File: src/rtl/uart_cmd_seq_if.sv
// uart_cmd_seq_if: byte-level handshake between uart_cmd_seq (master) and the uart FIFOs (slave).
interface uart_cmd_seq_if #(parameter int DBIT = 8);
    logic            uart_wr;
    logic [DBIT-1:0] uart_wdata;
    logic            uart_tx_full;
    logic            uart_rd;
    logic [DBIT-1:0] uart_rdata;
    logic            uart_rx_empty;
    logic            uart_err;
    modport master (output uart_wr, uart_wdata, uart_rd, input uart_tx_full, uart_rdata, uart_rx_empty, uart_err);
    modport slave  (input uart_wr, uart_wdata, uart_rd, output uart_tx_full, uart_rdata, uart_rx_empty, uart_err);
endinterface

File: src/rtl/uart_cmd_seq.sv
// uart_cmd_seq: sends a ROM command through the uart, then collects the reply until PROMPT or timeout.
// Optional UART_CMD_SEQ_STRIP_CR_EN: received CR/LF bytes are popped but not stored.
module uart_cmd_seq #(
    parameter int              DBIT     = 8,
    parameter int              CMD_AW   = 4,
    parameter int              RSP_AW   = 5,
    parameter int              TMO_BITS = 24,
    parameter logic [DBIT-1:0] PROMPT   = 8'h3E
) (
    input  logic                clk,
    input  logic                reset,
    input  logic                start,
    input  logic [CMD_AW:0]     cmd_len,
    input  logic [TMO_BITS-1:0] tmo_limit,
    output logic [CMD_AW-1:0]   cmd_addr,
    input  logic [DBIT-1:0]     cmd_data,
    input  logic [RSP_AW-1:0]   rsp_raddr,
    output logic [DBIT-1:0]     rsp_rdata,
    output logic [RSP_AW:0]     rsp_len,
    output logic                busy,
    output logic                done,
    output logic                err_tmo,
    output logic                err_ovf,
    output logic                err_uart,
    uart_cmd_seq_if.master      u
);
    localparam int DEPTH = 2 ** RSP_AW;

    typedef enum logic [3:0] {
        IDLE, FETCH, TX_WAIT, TX_PULSE, TX_GAP, RX_WAIT, RX_POP, RX_GAP1, RX_GAP2, DONE
    } state_t;

    state_t                state_q, state_d;
    logic [CMD_AW:0]       len_q, len_d, idx_q, idx_d;
    logic [TMO_BITS-1:0]   tmo_q, tmo_d, timer_q, timer_d;
    logic [DBIT-1:0]       wdata_q, wdata_d, byte_q, byte_d;
    logic [RSP_AW:0]       rsp_len_q, rsp_len_d;
    logic                  err_tmo_q, err_tmo_d, err_ovf_q, err_ovf_d, err_uart_q, err_uart_d;
    logic                  we, keep, tmo_hit;
    logic [DBIT-1:0]       mem [DEPTH];

`ifdef UART_CMD_SEQ_STRIP_CR_EN
    assign keep = byte_q != DBIT'('h0D) && byte_q != DBIT'('h0A);
`else
    assign keep = 1'b1;
`endif

    // a zero limit times out on the first empty cycle
    assign tmo_hit = tmo_q == '0 || timer_q + TMO_BITS'(1) == tmo_q;

    always_comb begin
        state_d    = state_q;
        len_d      = len_q;
        tmo_d      = tmo_q;
        idx_d      = idx_q;
        timer_d    = timer_q;
        wdata_d    = wdata_q;
        byte_d     = byte_q;
        rsp_len_d  = rsp_len_q;
        err_tmo_d  = err_tmo_q;
        err_ovf_d  = err_ovf_q;
        err_uart_d = err_uart_q | (state_q != IDLE && u.uart_err);
        we         = 1'b0;
        case (state_q)
            IDLE: if (start) begin
                len_d      = cmd_len;
                tmo_d      = tmo_limit;
                idx_d      = '0;
                timer_d    = '0;
                rsp_len_d  = '0;
                err_tmo_d  = 1'b0;
                err_ovf_d  = 1'b0;
                err_uart_d = 1'b0;
                state_d    = cmd_len == '0 ? RX_WAIT : FETCH;
            end
            FETCH:    state_d = TX_WAIT;
            TX_WAIT: if (!u.uart_tx_full) begin
                wdata_d = cmd_data;
                state_d = TX_PULSE;
            end
            TX_PULSE: state_d = TX_GAP;
            TX_GAP: begin
                idx_d   = idx_q + (CMD_AW+1)'(1);
                timer_d = '0;
                state_d = idx_d == len_q ? RX_WAIT : FETCH;
            end
            RX_WAIT: if (!u.uart_rx_empty) begin
                byte_d  = u.uart_rdata;
                state_d = RX_POP;
            end else if (tmo_hit) begin
                err_tmo_d = 1'b1;
                state_d   = DONE;
            end else begin
                timer_d = timer_q + TMO_BITS'(1);
            end
            RX_POP:  state_d = RX_GAP1;
            RX_GAP1: state_d = RX_GAP2;
            RX_GAP2: if (byte_q == PROMPT) begin
                state_d = DONE;
            end else begin
                timer_d = '0;
                state_d = RX_WAIT;
                // rsp_len saturates at DEPTH, so its top bit marks a full buffer
                if (keep && rsp_len_q[RSP_AW]) err_ovf_d = 1'b1;
                else if (keep) begin
                    we        = 1'b1;
                    rsp_len_d = rsp_len_q + (RSP_AW+1)'(1);
                end
            end
            DONE:    state_d = IDLE;
            default: state_d = IDLE;
        endcase
    end

    always_ff @(posedge clk or negedge reset) begin
        if (!reset) begin
            state_q    <= IDLE;
            len_q      <= '0;
            tmo_q      <= '0;
            idx_q      <= '0;
            timer_q    <= '0;
            wdata_q    <= '0;
            byte_q     <= '0;
            rsp_len_q  <= '0;
            err_tmo_q  <= 1'b0;
            err_ovf_q  <= 1'b0;
            err_uart_q <= 1'b0;
            for (int i = 0; i < DEPTH; i++) mem[i] <= '0;
        end else begin
            state_q    <= state_d;
            len_q      <= len_d;
            tmo_q      <= tmo_d;
            idx_q      <= idx_d;
            timer_q    <= timer_d;
            wdata_q    <= wdata_d;
            byte_q     <= byte_d;
            rsp_len_q  <= rsp_len_d;
            err_tmo_q  <= err_tmo_d;
            err_ovf_q  <= err_ovf_d;
            err_uart_q <= err_uart_d;
            if (we) mem[rsp_len_q[RSP_AW-1:0]] <= byte_q;
        end
    end

    assign cmd_addr     = idx_q[CMD_AW-1:0];
    assign rsp_rdata    = mem[rsp_raddr];
    assign rsp_len      = rsp_len_q;
    assign busy         = state_q != IDLE && state_q != DONE;
    assign done         = state_q == DONE;
    assign err_tmo      = err_tmo_q;
    assign err_ovf      = err_ovf_q;
    assign err_uart     = err_uart_q;
    assign u.uart_wr    = state_q == TX_PULSE;
    assign u.uart_rd    = state_q == RX_POP;
    assign u.uart_wdata = wdata_q;
endmodule

File: src/flat_wrapper.sv
// flat-port wrapper written by rule: the top's interface ports become plain ports
module uart_cmd_seq_flat 
#(
    parameter int              DBIT     = 8,
    parameter int              CMD_AW   = 4,
    parameter int              RSP_AW   = 5,
    parameter int              TMO_BITS = 24,
    parameter logic [DBIT-1:0] PROMPT   = 8'h3E
)
  (clk, reset, start, cmd_len, tmo_limit, cmd_addr, cmd_data, rsp_raddr, rsp_rdata, rsp_len, busy, done, err_tmo, err_ovf, err_uart, u_uart_wr, u_uart_wdata, u_uart_rd, u_uart_tx_full, u_uart_rdata, u_uart_rx_empty, u_uart_err);
  uart_cmd_seq_if #(.DBIT(DBIT)) u_i ();
  input  logic clk;
  input  logic reset;
  input  logic start;
  input  logic [CMD_AW:0] cmd_len;
  input  logic [TMO_BITS-1:0] tmo_limit;
  output logic [CMD_AW-1:0] cmd_addr;
  input  logic [DBIT-1:0] cmd_data;
  input  logic [RSP_AW-1:0] rsp_raddr;
  output logic [DBIT-1:0] rsp_rdata;
  output logic [RSP_AW:0] rsp_len;
  output logic busy;
  output logic done;
  output logic err_tmo;
  output logic err_ovf;
  output logic err_uart;
  output wire logic [$bits(u_i.uart_wr)-1:0] u_uart_wr;
  output wire logic [$bits(u_i.uart_wdata)-1:0] u_uart_wdata;
  output wire logic [$bits(u_i.uart_rd)-1:0] u_uart_rd;
  input wire logic [$bits(u_i.uart_tx_full)-1:0] u_uart_tx_full;
  input wire logic [$bits(u_i.uart_rdata)-1:0] u_uart_rdata;
  input wire logic [$bits(u_i.uart_rx_empty)-1:0] u_uart_rx_empty;
  input wire logic [$bits(u_i.uart_err)-1:0] u_uart_err;
  assign u_uart_wr = u_i.uart_wr;
  assign u_uart_wdata = u_i.uart_wdata;
  assign u_uart_rd = u_i.uart_rd;
  assign u_i.uart_tx_full = u_uart_tx_full;
  assign u_i.uart_rdata = u_uart_rdata;
  assign u_i.uart_rx_empty = u_uart_rx_empty;
  assign u_i.uart_err = u_uart_err;
  uart_cmd_seq #(.DBIT(DBIT), .CMD_AW(CMD_AW), .RSP_AW(RSP_AW), .TMO_BITS(TMO_BITS), .PROMPT(PROMPT)) u_core (.clk(clk), .reset(reset), .start(start), .cmd_len(cmd_len), .tmo_limit(tmo_limit), .cmd_addr(cmd_addr), .cmd_data(cmd_data), .rsp_raddr(rsp_raddr), .rsp_rdata(rsp_rdata), .rsp_len(rsp_len), .busy(busy), .done(done), .err_tmo(err_tmo), .err_ovf(err_ovf), .err_uart(err_uart), .u(u_i));
endmodule
File: config.mk
export PLATFORM = sky130hd
export DESIGN_NAME = uart_cmd_seq_flat
export DESIGN_NICKNAME = d
export VERILOG_FILES = /design/src/rtl/uart_cmd_seq_if.sv /design/src/rtl/uart_cmd_seq.sv /design/src/flat_wrapper.sv
export SDC_FILE = /design/constraint.sdc
export NUM_CORES = 1
export LEC_CHECK = 0
export CELL_PAD_IN_SITES_DETAIL_PLACEMENT = 1
export CELL_PAD_IN_SITES_GLOBAL_PLACEMENT = 2
export CORE_MARGIN = 2
export CORE_UTILIZATION = 46
export CTS_CLUSTER_DIAMETER = 50
export DETAILED_ROUTE_END_ITERATION = 8
export DONT_BUFFER_PORTS = 1
export PLACE_DENSITY = 0.9
export SYNTH_ARGS = -nofsm -noshare
export SYNTH_HDL_FRONTEND = slang
export SYNTH_SLANG_ARGS = --single-unit
File: constraint.sdc
create_clock -name clk -period 6.45 [get_ports clk]
set_clock_uncertainty 0.15 [all_clocks]
set_input_delay 1.6125 -clock clk [delete_from_list [all_inputs] [get_ports clk]]
set_output_delay 1.6125 -clock clk [all_outputs]
set_load 0.05 [all_outputs]
==> Flow_metrics.wiki <==
{| class="wikitable"
! Metric !! Value
|-
| Status || completed
|-
| Required time reported for the critical path endpoint || roughly 4.7 ns
|-
| Share of synthesized cell area in and, or, nand and nor gates || 8.83%
|-
| All-layer global routing usage || ~24%
|-
| Distinct cell type count of the synthesized netlist || 63
|-
| Top library cells by usage in the layout, fill and taps aside || dfrtp_1 (343), mux2_2 (280), nand2_1 (135), mux4_2 (80), clkbuf_16 (42)
|-
| Drt via density || slightly above 6
|-
| Total number of yosys warnings || 0
|-
| Post-synthesis cell count || roughly 1200
|-
| Multiplexer fraction of the synthesized cell area || a little under a third
|-
| Worst setup SP type || primary input
|-
| Worst EP arrival || roughly 3.2 ns
|-
| Crit. End Element || primary output
|-
| Cell Int Power || between 4 and 5 mW
|-
| First-pass detailed-route iteration total || 5
|-
| Starting utilization of the core area || a little under half
|-
| Number of diodes added for antenna fixing || 0
|-
| Switching power as a share of total power || 31.8%
|-
| Floorplan die area || approximately 38000 sq um
|-
| Storage cell area || between 8000 and 9000 sq um
|-
| Unrepaired setup endpoints after global routing || false
|-
| Proportion of netlist area held by the largest area contributor || slightly above 50%
|-
| Compound-cell area share of the yosys netlist || 4.02%
|-
| Highest clock frequency the design can meet || 0.202 GHz
|-
| Clk sinks || 343
|-
| Net switching power of the design || just under 2 mW
|-
| Class of the most critical hold timing path || flop to flop
|-
| Total count of hold-check failures in the final report || 0
|-
| Critical path start-end classification || primary input to primary output
|-
| Clock buffer count from CTS || 41
|-
| Reg2reg path depth || 7
|-
| VDD IR max || between 200 and 300 uV
|-
| Post-route cell area || roughly 18000 sq um
|-
| Clock latency at the later pin of the worst-skew pair || slightly below 0.6 ns
|-
| Post-synth ARST share || 100%
|-
| Combinational share of power || between 10% and 20%
|-
| Final layout net count || between 1000 and 1500
|-
| Die boundary height || 194 microns
|-
| Post-CTS Hold Buffers || 0
|-
| Post-CTS Setup Inserts || 0
|-
| Initial antenna violation count || 0
|-
| Vias || 10500
|-
| Seq/Total Area, Yosys || approximately half
|-
| Accumulated negative setup slack || 0 ns
|-
| Count of flip-flops with a built-in enable after synthesis || 0
|-
| Flip-flop cell with the highest count after synthesis || dfrtp_1
|-
| Clk network pwr share || about two fifths
|-
| Period utilisation layout || between 70% and 80%
|-
| Number of synthesized register bits || about 340
|-
| Pwr Density || around 340 nW/um^2
|-
| Slew at the pin with the worst max-slew slack || approximately 1.3 ns
|-
| Vias in the first global route || about 11000
|-
| Cell accounting for the most synthesized area || dfrtp_1
|-
| Filler Cells Inserted || ~3400
|-
| Count of input and output buffers || 0
|-
| Dpl hpwl || 27.7 mm
|-
| I/O pin cnt || just under 90
|-
| Ranking of synthesized cells by area || dfrtp_1 (52%), mux2_2 (19%), mux4_2 (11%), nand2_1 (3.1%), clkbuf_1 (1.3%)
|-
| Post-DR wirelength/cell || 26.4 microns
|-
| Max Cap Violations || 0
|-
| Remaining number of nets flagged by the antenna check after routing || 0
|-
| Clock-pin slew of the registers on the worst-case setup and hold paths || approximately 0.060 ns
|-
| Area Growth Syn to Fin || 10.4%
|-
| Global placer's final weighted congestion || ~0.84
|-
| Crit path max fanout || 64
|-
| Period minus WS final || around 5.0 ns
|-
| Post-synthesis net count || 1300
|-
| Number of cells upsized or downsized after cts || 0
|-
| Worst setup path endpoint || rsp_rdata[5]
|-
| Proportion of power drawn by flip-flops and latches || 46.7%
|-
| Maximum buffer depth of the clock tree || 3
|-
| Reg-to-reg slack, setup || roughly 2.2 ns
|-
| Endpoint of the worst-slack reg-to-reg timing path || u_core.mem[86]
|-
| Wirelength, routed || about 45 mm
|-
| Clock tree root buffer cell || clkbuf_16
|-
| Startpoint of the most critical register-to-register path || u_core.byte_q[0]
|-
| Number of levels in the clock H-tree || 2
|-
| Slew Limit Fails || 0
|-
| Area of the placeable core || around 35000 sq um
|-
| Share of layout cells above drive strength 1 || ~37%
|-
| Iteration-0 DRC Markers || between 700 and 800
|-
| Total cell area at the placement stage || around 17000 sq um
|-
| First-pass GRT wire length || approximately 70 mm
|-
| Congestion Overflow GR || 0
|-
| Xor/xnor cell area share of the yosys netlist || 2.12%
|-
| Final setup violation count || 0
|-
| Main combinational cell family by area after synthesis || multiplexers
|-
| Cell area after technology mapping || around 17000 sq um
|-
| TritonCTS clock tree || done
|-
| Maximum number of pins on one net before global-route repair || around 340
|-
| Crit. Startpoint || rsp_raddr[0]
|-
| Mean area per synthesized cell || approximately 13 sq um
|-
| Residual DRC || 0
|-
| Leak pwr || about 8.5 nW
|-
| Commonest non-fill, non-tap cell in the layout || dfrtp_1
|-
| Die X || 194 microns
|-
| Total area of multi-input combinational cells || 7540 sq um
|-
| Cell Rows || slightly below 70
|-
| Synthesized-area fraction occupied by adder cells || 0.454%
|-
| Remaining max-slew budget at the tightest pin || between 10 and 15%
|}
Yosys cell counts, drive strengths merged, types with 2 or more instances:
master  count
nor3b       5
dfrtp     343
nand2     135
nand4b      2
or4         3
or3         5
xor2       18
a22oi       2
nand3      25
o211ai      5
mux2      280
a21oi       8
nand4      16
a211oi      2
and3        5
nand2b     12
inv         8
xnor2      22
nor2       38
clkbuf     57
o311ai     19
nor3       12
a31oi       2
and2        9
ha          6
o31ai      23
o21a        2
nand3b      4
nor2b       7
o21ai      17
mux4       80
buf        31
mux2i       3
and4        4
nor4       15
registers in the layout (all words and copies together) (netlist names):
| register | flops |
|---|---|
| u_core.rsp_len | 6 |
| u_core.err_ovf | 1 |
| u_core.state_q | 4 |
| u_core.err_uart | 1 |
| u_core.idx_q | 5 |
| u_core.len_q | 5 |
| u_core.mem | 256 |
| u_core.err_tmo | 1 |
| u_core.tmo_q | 24 |
| u_core.timer_q | 24 |
| u_core.byte_q | 8 |
| u_core.u.uart_wdata | 8 |
worst max-delay path: stages:
cell and delay [ns]:
mux4_2 0.53, mux4_2 0.53, mux2_2 0.43
per-stage QoR:
stage	util [%]	hold WS [ns]	power [mW]	setup slack, ns	instances
final	51.5	0.352	6.16	1.50	1700
after floorplan	-	0.315	3.47	0.751	1238
after CTS	51.5	0.355	6.20	1.60	1700
after global routing	51.5	0.360	6.42	1.59	1700
after global placement	47.4	0.331	3.70	1.61	1624
after detailed placement	47.4	0.339	3.74	1.59	1624
worst min path at each step:
stage,endpoint,slack [ns],cells past startpoint,startpoint
6_report,u_core.timer_q[23],0.35,1,u_core.timer_q[23]
5_1_grt,u_core.mem[173],0.36,1,u_core.mem[173]
4_1_cts,u_core.timer_q[23],0.35,1,u_core.timer_q[23]
3_5_place_dp,u_core.mem[227],0.34,1,u_core.mem[227]
3_3_place_gp,u_core.len_q[2],0.33,2,u_core.len_q[2]
2_1_floorplan,u_core.len_q[1],0.32,2,u_core.len_q[1]
final cells by class:
type                    count  area share, %
flip-flops and latches    343           47.0
multi-input cells         799           41.2
clock buffers              59           6.81
well taps                 461           3.16
clock inverters            17           1.14
repair buffers             13          0.534
inverters                   8          0.164
routing by layer:
layer,wire length [microns],up-vias,track usage [%]
met5,0,-,0
met4,1520,0,9.30
met3,2340,97,5.13
met2,22000,278,39.6
met1,19000,5621,32.0
li1,-,4500,-
power groups by stage:
stage	Clock (mW)	Sequential, mW	Combinational, mW
3_5_place_dp	0	2.90	0.841
5_1_grt	2.58	2.92	0.930
4_1_cts	2.48	2.87	0.848
2_1_floorplan	0	2.65	0.828
6_report	2.44	2.87	0.841
3_3_place_gp	0	2.89	0.808
kinds of logic (layout without fill, tap and decap cells):
kind of cell | after synthesis | in the layout
compound gates | 91 | 91
mux | 363 | 363
buf+inv | 96 | 97
fa+ha+maj | 6 | 6
xor+xnor | 40 | 40
simple gates | 299 | 299
flops | 343 | 343
Note: power is estimated with default switching activity, not from simulation.
